[src/rtl/digit_serial_sub_pkg.sv]
// Shared types and helpers for the digit-serial subtractor.
// Holds the FSM state type, the per-bit cell and digit-count helpers.
package digit_serial_sub_pkg;

    typedef enum logic [1:0] {
        IDLE = 2'd0,
        RUN  = 2'd1,
        DONE = 2'd2
    } state_t;

    function automatic int num_digits(
        input int size,
        input int digit
    );
        return size / digit;
    endfunction

    function automatic int cnt_width(input int n);
        return (n > 1) ? $clog2(n) : 1;
    endfunction

    // Returns {cout, sum}; the approximate cell drops the incoming carry
    function automatic logic [1:0] sub_cell(
        input logic a,
        input logic bn,
        input logic cin,
        input logic approx
    );
        logic [1:0] r;
        if (approx) begin
            r = {a & bn, a ^ bn};
        end else begin
            r = {(a & bn) | (cin & (a ^ bn)), a ^ bn ^ cin};
        end
        return r;
    endfunction

endpackage

[src/rtl/digit_serial_sub_if.sv]
// Operand/result handshake bundle of the digit-serial subtractor.
// master drives operands and out_ready, slave is the subtractor.
interface digit_serial_sub_if #(
    parameter int SIZE = 16
);
    logic            in_valid;
    logic            in_ready;
    logic [SIZE-1:0] a;
    logic [SIZE-1:0] b;
    logic            approx_en;
    logic            out_valid;
    logic            out_ready;
    logic [SIZE-1:0] diff;
    logic            borrow;
    logic            overflow;

    modport master (
        output in_valid, a, b, approx_en, out_ready,
        input  in_ready, out_valid, diff, borrow, overflow
    );

    modport slave (
        input  in_valid, a, b, approx_en, out_ready,
        output in_ready, out_valid, diff, borrow, overflow
    );
endinterface

[src/rtl/digit_serial_sub_slice.sv]
// Combinational ripple chain of DIGIT subtractor cells.
// Each bit picks the exact or carry-ignore cell from i_mask.
module sub_digit_slice
    import digit_serial_sub_pkg::*;
#(
    parameter int DIGIT = 4
) (
    input  logic [DIGIT-1:0] i_a,
    input  logic [DIGIT-1:0] i_bn,
    input  logic [DIGIT-1:0] i_mask,
    input  logic             i_cin,
    output logic [DIGIT-1:0] o_sum,
    output logic             o_cout
);
    logic       w_c;
    logic [1:0] w_r;

    always_comb begin
        o_sum = '0;
        w_r   = '0;
        w_c   = i_cin;
        for (int j = 0; j < DIGIT; j++) begin
            w_r      = sub_cell(i_a[j], i_bn[j], w_c, i_mask[j]);
            o_sum[j] = w_r[0];
            w_c      = w_r[1];
        end
        o_cout = w_c;
    end
endmodule

[src/rtl/digit_serial_sub.sv]
// Digit-serial signed subtractor a - b, LSB digit first.
// Low APPROX_BITS may use the carry-ignore cell when approx_en is captured.
module digit_serial_sub
    import digit_serial_sub_pkg::*;
#(
    parameter int SIZE        = 16,
    parameter int DIGIT       = 4,
    parameter int APPROX_BITS = 0
) (
    input logic               clk,
    input logic               rst_n,
    digit_serial_sub_if.slave bus
);
    localparam int N  = num_digits(SIZE, DIGIT);
    localparam int CW = cnt_width(N);
    localparam logic [CW-1:0] LAST = CW'(N - 1);

    state_t          r_state;
    state_t          w_next;
    logic            r_alive;
    logic [SIZE-1:0] r_a;
    logic [SIZE-1:0] r_bn;
    logic [SIZE-1:0] r_diff;
    logic            r_apx;
    logic            r_carry;
    logic            r_borrow;
    logic            r_ovf;
    logic            r_a_msb;
    logic            r_b_msb;
    logic [CW-1:0]   r_cnt;

    logic [DIGIT-1:0] w_mask;
    logic [DIGIT-1:0] w_sum;
    logic [SIZE-1:0]  w_diff_nxt;
    logic             w_cout;
    logic             w_accept;
    logic             w_last;
    logic             w_in_ready;
    logic             w_out_valid;

    always_ff @(posedge clk or negedge rst_n) begin
        if (!rst_n) r_state <= IDLE;
        else        r_state <= w_next;
    end

    always_comb begin
        w_next = r_state;
        unique case (r_state)
            IDLE:    if (w_accept)      w_next = RUN;
            RUN:     if (w_last)        w_next = DONE;
            DONE:    if (bus.out_ready) w_next = IDLE;
            default:                    w_next = IDLE;
        endcase
    end

    always_comb begin
        w_in_ready  = r_alive && (r_state == IDLE);
        w_out_valid = (r_state == DONE);
    end

    // Holds in_ready low until the first edge after reset release
    always_ff @(posedge clk or negedge rst_n) begin
        if (!rst_n) r_alive <= 1'b0;
        else        r_alive <= 1'b1;
    end

    assign w_accept = bus.in_valid & w_in_ready;
    assign w_last   = (r_state == RUN) && (r_cnt == LAST);

    always_comb begin
        w_mask = '0;
        for (int j = 0; j < DIGIT; j++) begin
            w_mask[j] = r_apx &&
                ((int'(r_cnt) * DIGIT + j) < APPROX_BITS);
        end
    end

    sub_digit_slice #(
        .DIGIT (DIGIT)
    ) u_slice (
        .i_a    (r_a[DIGIT-1:0]),
        .i_bn   (r_bn[DIGIT-1:0]),
        .i_mask (w_mask),
        .i_cin  (r_carry),
        .o_sum  (w_sum),
        .o_cout (w_cout)
    );

    generate
        if (DIGIT == SIZE) begin : g_one
            assign w_diff_nxt = w_sum;
        end else begin : g_multi
            assign w_diff_nxt = {w_sum, r_diff[SIZE-1:DIGIT]};
        end
    endgenerate

    always_ff @(posedge clk or negedge rst_n) begin
        if (!rst_n) begin
            r_a      <= '0;
            r_bn     <= '0;
            r_diff   <= '0;
            r_apx    <= 1'b0;
            r_carry  <= 1'b0;
            r_borrow <= 1'b0;
            r_ovf    <= 1'b0;
            r_a_msb  <= 1'b0;
            r_b_msb  <= 1'b0;
            r_cnt    <= '0;
        end else if (w_accept) begin
            r_a     <= bus.a;
            r_bn    <= ~bus.b;
            r_apx   <= bus.approx_en;
            r_carry <= 1'b1;
            r_cnt   <= '0;
            r_a_msb <= bus.a[SIZE-1];
            r_b_msb <= bus.b[SIZE-1];
        end else if (r_state == RUN) begin
            r_a     <= r_a >> DIGIT;
            r_bn    <= r_bn >> DIGIT;
            r_diff  <= w_diff_nxt;
            r_carry <= w_cout;
            r_cnt   <= r_cnt + CW'(1);
            if (w_last) begin
                r_borrow <= ~w_cout;
                r_ovf    <= (r_a_msb != r_b_msb) &&
                            (w_sum[DIGIT-1] != r_a_msb);
            end
        end
    end

    // Result is masked outside DONE so partial digits never leak
    assign bus.in_ready  = w_in_ready;
    assign bus.out_valid = w_out_valid;
    assign bus.diff      = w_out_valid ? r_diff : '0;
    assign bus.borrow    = w_out_valid & r_borrow;
    assign bus.overflow  = w_out_valid & r_ovf;
endmodule

[src/flat_wrapper.sv]
// flat-port wrapper written by rule: the top's interface ports become plain ports
module digit_serial_sub_flat import digit_serial_sub_pkg::*;
#(
    parameter int SIZE        = 16,
    parameter int DIGIT       = 4,
    parameter int APPROX_BITS = 0
)
  (clk, rst_n, bus_in_valid, bus_a, bus_b, bus_approx_en, bus_out_ready, bus_in_ready, bus_out_valid, bus_diff, bus_borrow, bus_overflow);
  digit_serial_sub_if #(.SIZE(SIZE)) bus_i ();
  input logic clk;
  input logic rst_n;
  input wire logic [$bits(bus_i.in_valid)-1:0] bus_in_valid;
  input wire logic [$bits(bus_i.a)-1:0] bus_a;
  input wire logic [$bits(bus_i.b)-1:0] bus_b;
  input wire logic [$bits(bus_i.approx_en)-1:0] bus_approx_en;
  input wire logic [$bits(bus_i.out_ready)-1:0] bus_out_ready;
  output wire logic [$bits(bus_i.in_ready)-1:0] bus_in_ready;
  output wire logic [$bits(bus_i.out_valid)-1:0] bus_out_valid;
  output wire logic [$bits(bus_i.diff)-1:0] bus_diff;
  output wire logic [$bits(bus_i.borrow)-1:0] bus_borrow;
  output wire logic [$bits(bus_i.overflow)-1:0] bus_overflow;
  assign bus_i.in_valid = bus_in_valid;
  assign bus_i.a = bus_a;
  assign bus_i.b = bus_b;
  assign bus_i.approx_en = bus_approx_en;
  assign bus_i.out_ready = bus_out_ready;
  assign bus_in_ready = bus_i.in_ready;
  assign bus_out_valid = bus_i.out_valid;
  assign bus_diff = bus_i.diff;
  assign bus_borrow = bus_i.borrow;
  assign bus_overflow = bus_i.overflow;
  digit_serial_sub #(.SIZE(SIZE), .DIGIT(DIGIT), .APPROX_BITS(APPROX_BITS)) u_core (.clk(clk), .rst_n(rst_n), .bus(bus_i));
endmodule
[config.mk]
export PLATFORM = sky130hd
export DESIGN_NAME = digit_serial_sub_flat
export DESIGN_NICKNAME = d
export VERILOG_FILES = /design/src/rtl/digit_serial_sub_pkg.sv /design/src/rtl/digit_serial_sub_if.sv /design/src/rtl/digit_serial_sub_slice.sv /design/src/rtl/digit_serial_sub.sv /design/src/flat_wrapper.sv
export SDC_FILE = /design/constraint.sdc
export NUM_CORES = 1
export LEC_CHECK = 0
export BUFFER_PORTS_ARGS = -buffer_cell sky130_fd_sc_hd__buf_4
export CAP_MARGIN = 20
export CORE_ASPECT_RATIO = 0.7
export CORE_MARGIN = 4
export CORE_UTILIZATION = 30
export CTS_CLUSTER_DIAMETER = 60
export CTS_CLUSTER_SIZE = 10
export DETAILED_ROUTE_END_ITERATION = 6
export SLEW_MARGIN = 10
export SYNTH_ARGS = -nofsm -noshare
export SYNTH_HDL_FRONTEND = slang
export SYNTH_SLANG_ARGS = --single-unit
[constraint.sdc]
create_clock -name clk -period 2.35 [get_ports clk]
set_input_delay 0.47 -clock clk [delete_from_list [all_inputs] [get_ports clk]]
set_output_delay 0.47 -clock clk [all_outputs]
set_load 0.02 [all_outputs]
==> flow_summary.json, run 1 <==
{
  "rsz0062_at_grt": "yes",
  "cts_setup_buffers": 0,
  "synth_enable_flop_cells": 0,
  "path_max_fanout": 3,
  "die_height_um": 87.3,
  "ys.flop_type": "dfrtp_1",
  "ir_drop_v": 0.000454,
  "cts_buffers": 9,
  "syn-num-nets": 313,
  "cts_root_buf": "clkbuf_16",
  "grt_usage": 0.116,
  "fin_nets": 366,
  "core_area_um2": 8580,
  "post_cts_resized": 0,
  "fin_crit_ns": 2.40,
  "grt_pass1_vias": 1950,
  "synthAdderAreaFrac": 0.0344,
  "place_hpwl_um": 3840,
  "worst_pin_slew_ns": 0.732,
  "synth_cell_types": 28,
  "cts_tree": "built",
  "gp_congestion": 0.741,
  "clkSlewWorstSetupHoldPaths_ns": 0.05,
  "synth_common_cells": "83 x nand2_1, 58 x dfrtp_1, 24 x mux2i_1",
  "remaining_drc_errors": 0,
  "status": "finished with violations",
  "die_w_um": 121,
  "muxShareOfSynthArea": 0.0975,
  "yosys.area.top_type": "dfrtp_1",
  "fmax_ghz": 0.416,
  "postSynthCellCount": 271,
  "period_share": 1.02,
  "setup_viol": 1,
  "synth_top_family_by_area": "simple AND/OR/NAND/NOR gates",
  "grt_max_degree": 59,
  "required_ns": 2.55,
  "total_power_w": 0.00457,
  "powerDensity_nw_per_um2": 1310,
  "start_util": 0.314,
  "start_kind": "flop",
  "grt.overflow.total": 0,
  "drt_iter0_markers": 154,
  "routed_wl_um": 5700,
  "async_flop_share": 1.00,
  "synth_xor_area_frac": 0.00325,
  "hold_slack_ns": 0.205,
  "timing.critical_path.to_type": "flop",
  "htreeDepth": 3,
  "syn_area_per_cell_um2": 9.94,
  "design.die.area_um2": 10600,
  "n_antenna_cell": 0,
  "area_growth_pct": 29.9,
  "synth-compound-area-share": 0.0511,
  "hold_class": "primary input to async pin",
  "io_pins": 57,
  "drv_cap": 0,
  "io_buffers": 55,
  "clock_sinks": 58,
  "synthSimpleGateAreaFrac": 0.214,
  "clk_latency_ns": 0.32,
  "cts_hold_buf": 0,
  "fin_ws_ns": -0.0536,
  "synth-seq-area-share": 0.539,
  "drive_gt1_frac": 0.240,
  "violations": "negative setup slack",
  "avgViaCountPerCell": 4.36,
  "grt_pass1_wl_um": 9560,
  "ys_warn_count": 0,
  "first_pass_iters": 4,
  "synth_area_leaders": "dfrtp_1 54%, nand2_1 12%, mux2i_1 8.9%",
  "wl_per_cell_um": 12.7,
  "synth_most_common_cell": "nand2_1",
  "postRouteAntennaNets": 0,
  "critPathArrivalTime_ns": 2.60,
  "cts_max_path_buffers": 2,
  "vias": 1958,
  "hold_viol": 0,
  "skew_ns": 0.00675,
  "slew_headroom": 0.512,
  "synth.top_cell.area_share": 0.539,
  "ys_ff_latch": 58,
  "syn_area_um2": 2700,
  "crit_type": "flop to flop",
  "slew_viol_final": 0,
  "num_rows": 28,
  "antenna_found_initial": 0,
  "p_leak_nw": 1.81
}
==> flip-flops by register name, indices dropped and copies added (netlist names) <==
register	flops
u_core.r_a	16
u_core.r_a_msb	1
u_core.r_alive	1
u_core.r_b_msb	1
u_core.r_bn	16
u_core.r_borrow	1
u_core.r_carry	1
u_core.r_cnt	2
u_core.r_diff	16
u_core.r_ovf	1
u_core.r_state	2
==> path summary, 6_finish.rpt <==
check | from | end | slack, ns | cells past startpoint
setup / recovery | u_core.r_carry | u_core.r_ovf | -0.05 | 8
hold / removal | rst_n | u_core.r_diff[3] | 0.21 | 1
setup reg to reg | u_core.r_carry | u_core.r_ovf | -0.05 | 8
hold reg to reg | u_core.r_diff[3] | u_core.r_diff[3] | 0.46 | 2
max in group asynchronous | rst_n | u_core.r_a[3] | 1.65 | 1
min in group clk | bus_b[7] | u_core.r_bn[7] | 0.32 | 2
==> placed cells by master, fill, tap and decap left out, drive strengths merged, types with 4 or more instances in the layout <==
cell and count:
a31oi 12, and2 18, buf 60, clkbuf 14, dfrtp 58, fa 4, inv 8, mux2i 24
nand2 83, nand3 8, nor2 13, o21ai 10
==> final cells by class <==
class | instances | area, um^2
clock buffers | 14 | 264
clock inverters | 2 | 35.0
fillers | 859 | 5080
inverters | 8 | 30.0
multi-input cells | 187 | 1090
flip-flops and latches | 58 | 1450
well taps | 120 | 150
repair buffers | 60 | 475
==> routing by layer <==
| metal | vias to the layer above | GRT usage | share of wire |
|---|---|---|---|
| li1 | 986 | - | - |
| met1 | 899 | 0.157 | 0.48 |
| met2 | 67 | 0.166 | 0.43 |
| met3 | 6 | 0.0519 | 0.078 |
| met4 | 0 | 0.0366 | 0.0063 |
| met5 | - | 0 | 0 |
==> critical path: stages (launching register included) <==
cell      delay (ns)
dfrtp_1         0.37
fa_1            0.17
inv_1           0.05
fa_2            0.34
fa_2            0.39
fa_1            0.52
nand2b_1        0.11
o21ai_0         0.07
mux2_2          0.27
==> kinds of logic after synthesis <==
group / after synthesis
compound gates: 24
xor+xnor: 1
fa+ha+maj: 5
buf+inv: 26
flops: 58
mux: 26
other cells: 1
simple gates: 130
==> power by group <==
| group | switching [W] | leakage, nW | internal, W |
|---|---|---|---|
| clock | 0.000410 | 0.147 | 0.000875 |
| sequential | 0.000259 | 0.734 | 0.00144 |
| combinational | 0.000882 | 0.928 | 0.000704 |
==> metrics by stage <==
stage                      TNS, ns  instances   util  area [um^2]  setup slack [ns]
after detailed placement   -0.0497        433  0.373         3200           -0.0497
final                      -0.0536        449  0.408         3500           -0.0536
after CTS                  -0.0753        449  0.408         3500           -0.0753
after floorplan                  0        271      -         2700            0.0404
after global placement    -0.00439        433  0.373         3200          -0.00439
after global routing        -0.179        449  0.408         3500            -0.179
No activity file was read; power rests on OpenSTA's default activity.
==> run 2: changes to the inputs <==
Settings changed: CORE_UTILIZATION 30 to 24.
==> flow_summary.json, run 2 (same netlist as run 1, synthesis figures left out) <==
{
  "crit_type": "flop to flop",
  "drt_iter0_markers": 142,
  "startpoint": "u_core.r_a[0]",
  "cts_hold_buf": 0,
  "layout_common_cells": "83 x nand2_1, 64 x buf_4, 58 x dfrtp_1",
  "status": "finished with violations",
  "avgViaCountPerCell": 4.16,
  "grt_pass1_wl_um": 10400,
  "r2r_cells": 8,
  "ir_drop_v": 0.000488,
  "drv_cap": 0,
  "die_height_um": 96.7,
  "crit_buf_inv": 1,
  "cts_tree": "built",
  "gp_congestion": 0.751,
  "ff2ff_setup_slack_ns": -0.04,
  "fin_crit_ns": 2.39,
  "remaining_drc_errors": 0,
  "grt_usage": 0.101,
  "hold_viol": 0,
  "start_kind": "flop",
  "first_pass_iters": 4,
  "required_ns": 2.55,
  "powerDensity_nw_per_um2": 1290,
  "timing.critical_path.to_type": "flop",
  "drt-met1-wl_um": 2960,
  "crit_end": "u_core.r_ovf",
  "clkSlewWorstSetupHoldPaths_ns": 0.05,
  "path_max_fanout": 3,
  "num_rows": 32,
  "io_pins": 57,
  "cts_root_buf": "clkbuf_16",
  "fin_ws_ns": -0.0413,
  "postRouteAntennaNets": 0,
  "core_area_um2": 11000,
  "n_antenna_cell": 0,
  "period_share": 1.02,
  "die_w_um": 135,
  "regToRegEndpoint": "u_core.r_ovf",
  "worst_pin_slew_ns": 0.881,
  "slew_headroom": 0.413,
  "fmax_ghz": 0.418,
  "final_common_cell": "nand2_1",
  "vias": 2009,
  "io_buffers": 55,
  "slew_viol_final": 0,
  "grt_pass1_vias": 2064,
  "grt.overflow.total": 0,
  "top_regs": "u_core.r_a: 16 flops, u_core.r_bn: 16 flops, u_core.r_diff: 16 flops",
  "clk_latency_ns": 0.32,
  "wl_per_cell_um": 12.6,
  "hold_class": "primary input to async pin",
  "p_leak_nw": 1.80,
  "grt_max_degree": 59,
  "hold_slack_ns": 0.215,
  "r2r_start": "u_core.r_a[0]",
  "critPathSlowestCell": "fa_1",
  "cts_buffers": 9,
  "top_layer_used": "met4",
  "skew_ns": 0.00571,
  "htreeDepth": 3,
  "design.die.area_um2": 13000,
  "area_growth_pct": 30.2,
  "worstSetupPathDepth": 8,
  "cpMostUsedCell": "fa_2",
  "wl_met2_um": 2550,
  "antenna_found_initial": 0,
  "wl_met3_um": 463,
  "total_power_w": 0.00451,
  "crit_chain": "fa_2, inv_1, fa_2, fa_2, fa_1, nand2b_1, o21ai_0, mux2_2",
  "rsz0062_at_grt": "yes",
  "critPathArrivalTime_ns": 2.59,
  "fin_nets": 370,
  "cpPeakStageDelay_ns": 0.53,
  "clock_sinks": 58,
  "drive_gt1_frac": 0.248,
  "setup_viol": 1,
  "start_util": 0.245,
  "place_hpwl_um": 4150,
  "routed_wl_um": 6060,
  "violations": "negative setup slack",
  "critical_path.top_delay_family": "adder cells",
  "cts_max_path_buffers": 2
}
==> run 2: what timing repair did <==
action,CTS,global route
pin swaps,3,3
resized for setup,0,1
endpoints found under the hold margin,0,0
setup endpoints to repair,1,1
setup buffers,1,1
==> run 2: how the worst min path moves through the flow <==
| stage | start | end | depth (start not counted) |
|---|---|---|---|
| floorplan | rst_n | u_core.r_a[0] | 0 |
| global placement | u_core.r_diff[1] | u_core.r_diff[1] | 2 |
| detailed placement | u_core.r_diff[3] | u_core.r_diff[3] | 2 |
| CTS | rst_n | u_core.r_diff[0] | 1 |
| global route | rst_n | u_core.r_diff[0] | 1 |
| finish | rst_n | u_core.r_diff[0] | 1 |
==> run 2: through the flow <==
stage          setup TNS [ns]  instance area, um^2  std cells  setup slack [ns]   util
2_1_floorplan               0                 2700        271            0.0404      -
4_1_cts               -0.0768                 3500        482           -0.0768  0.318
3_5_place_dp          -0.0726                 3230        468           -0.0726  0.294
6_report              -0.0413                 3510        483           -0.0413  0.319
3_3_place_gp          -0.0120                 3230        468           -0.0120  0.294
5_1_grt                -0.132                 3510        483            -0.132  0.319
==> run 2: layout make-up <==
| class | count | area (um^2) |
|---|---|---|
| fillers | 1163 | 7500 |
| flip-flops and latches | 58 | 1450 |
| multi-input cells | 187 | 1100 |
| repair buffers | 64 | 480 |
| clock buffers | 13 | 260 |
| well taps | 153 | 191 |
| inverters | 8 | 30.0 |
==> run 2: layer usage <==
| metal | vias up | track usage |
|---|---|---|
| met3 | 8 | 0.0437 |
| met1 | 949 | 0.138 |
| li1 | 988 | - |
| met2 | 64 | 0.141 |
| met4 | 0 | 0.0352 |
| met5 | - | 0 |
==> run 2: power breakdown <==
group	switching [W]	leakage [nW]	total (W)	internal, W
Combinational	0.000906	0.935	0.00165	0.000743
Clock	0.000400	0.128	0.00115	0.000750
Sequential	0.000272	0.734	0.00171	0.00144
Total	0.00158	1.80	0.00451	0.00294
==> run 2: worst register-to-register path, stage by stage, from the launching register on <==
cell and delay (ns):
dfrtp_1 0.37, fa_2 0.20, inv_1 0.05, fa_2 0.34, fa_2 0.34, fa_1 0.53, nand2b_1 0.11, o21ai_0 0.07
mux2_2 0.26
==> run 3: changes to the inputs <==
Settings changed: MAX_ROUTING_LAYER from default to met4.
==> flow_summary.json, run 3 (same netlist as run 1, synthesis figures left out) <==
{
  "grt_max_degree": 59,
  "remaining_drc_errors": 0,
  "io_buffers": 55,
  "status": "finished with violations",
  "cts_root_buf": "clkbuf_16",
  "slew_headroom": 0.415,
  "cts_max_path_buffers": 2,
  "cts_tree": "built",
  "die_height_um": 96.7,
  "n_antenna_cell": 0,
  "core_area_um2": 11000,
  "final_common_cell": "nand2_1",
  "postRouteAntennaNets": 0,
  "num_rows": 32,
  "comb_power_share": 0.366,
  "grt_usage": 0.104,
  "fin_crit_ns": 2.39,
  "rsz0062_at_grt": "yes",
  "fin_ws_ns": -0.0415,
  "skew_ns": 0.00600,
  "p_seq_frac": 0.380,
  "crit_type": "flop to flop",
  "antenna_found_initial": 0,
  "fin_nets": 370,
  "p_clk_frac": 0.255,
  "drt_iter0_markers": 130,
  "design.die.area_um2": 13000,
  "layout_common_cells": "83 x nand2_1, 64 x buf_4, 58 x dfrtp_1",
  "top_regs": "u_core.r_a: 16 flops, u_core.r_bn: 16 flops, u_core.r_diff: 16 flops",
  "area_growth_pct": 30.2,
  "powerDensity_nw_per_um2": 1290,
  "gp_congestion": 0.760,
  "drive_gt1_frac": 0.248,
  "required_ns": 2.55,
  "start_util": 0.245,
  "p_switching_w": 0.00158,
  "setup_viol": 1,
  "io_pins": 57,
  "placed_area_um2": 3230,
  "drv_cap": 0,
  "first_pass_iters": 4,
  "cts_hold_buf": 0,
  "worst_pin_slew_ns": 0.877,
  "routed_wl_um": 6110,
  "clk_latency_ns": 0.32,
  "period_share": 1.02,
  "slew_viol_final": 0,
  "final_area_um2": 3510,
  "critPathArrivalTime_ns": 2.59,
  "hold_class": "primary input to async pin",
  "clock_sinks": 58,
  "cts_buffers": 9,
  "dp_cells": 468,
  "wl_per_cell_um": 12.6,
  "dp_slack_ns": -0.0726,
  "grt.overflow.total": 0,
  "clkSlewWorstSetupHoldPaths_ns": 0.05,
  "start_kind": "flop",
  "fmax_ghz": 0.418,
  "hold_viol": 0,
  "avgViaCountPerCell": 4.16,
  "violations": "negative setup slack",
  "p_leak_nw": 1.80,
  "path_max_fanout": 3,
  "die_w_um": 135,
  "grt_pass1_vias": 2054,
  "vias": 2008,
  "timing.critical_path.to_type": "flop",
  "p_int_w": 0.00294,
  "ir_drop_v": 0.000487,
  "switching_share": 0.350,
  "layout.cells.non_filler": 483,
  "grt_pass1_wl_um": 10400,
  "place_hpwl_um": 4150,
  "htreeDepth": 3,
  "ff2ff_setup_slack_ns": -0.04
}
## run 3: worst max-delay path: stages (launching register included)
cell and delay [ns]:
dfrtp_1 0.37, fa_2 0.20, inv_1 0.05, fa_2 0.34, fa_2 0.34, fa_1 0.53
nand2b_1 0.11, o21ai_0 0.07, mux2_2 0.26
## run 3: path summary, 6_finish.rpt
path,startpoint,end,depth (start not counted)
setup reg to reg,u_core.r_a[0],u_core.r_ovf,8
max in group asynchronous,rst_n,u_core.r_bn[1],1
hold reg to reg,u_core.r_diff[3],u_core.r_diff[3],2
setup / recovery,u_core.r_a[0],u_core.r_ovf,8
min in group clk,bus_b[3],u_core.r_bn[3],2
hold / removal,rst_n,u_core.r_diff[0],1
## run 3: power by group through the flow
| stage | sequential, W | combinational [W] | clock [W] |
|---|---|---|---|
| 2_1_floorplan | 0.00164 | 0.00131 | 0 |
| 3_3_place_gp | 0.00170 | 0.00160 | 0 |
| 3_5_place_dp | 0.00173 | 0.00166 | 0 |
| 4_1_cts | 0.00171 | 0.00168 | 0.00119 |
| 5_1_grt | 0.00177 | 0.00189 | 0.00124 |
| 6_report | 0.00171 | 0.00165 | 0.00115 |
## run 3: area by class of cell
class                      count  area [um^2]
timing repair buffer          64          480
inverter                       8         30.0
sequential                    58         1450
fill                        1163         7500
tap                          153          191
multi-input combinational    187         1100
clock buffer                  13          260
## run 3: metrics by stage
stage               setup TNS (ns)   util  total power [W]  hold slack (ns)
finish                     -0.0415  0.319          0.00452            0.219
global route                -0.132  0.319          0.00491            0.269
CTS                        -0.0768  0.318          0.00458            0.240
detailed placement         -0.0726  0.294          0.00339            0.464
global placement           -0.0120  0.294          0.00331            0.451
floorplan                        0      -          0.00295            0.174
## run 3: timing repair
| item | 4_1_cts | 5_1_grt |
|---|---|---|
| setup endpoints to repair | 1 | 1 |
| gates resized for setup | 0 | 1 |
| buffers inserted | 1 | 1 |
| pin swaps | 3 | 3 |
## run 3: metal layers
metal | track usage | share of wire
met1 | 0.141 | 0.51
met2 | 0.140 | 0.42
met3 | 0.0405 | 0.063
met4 | 0.0352 | 0.015
met5 | - | 0
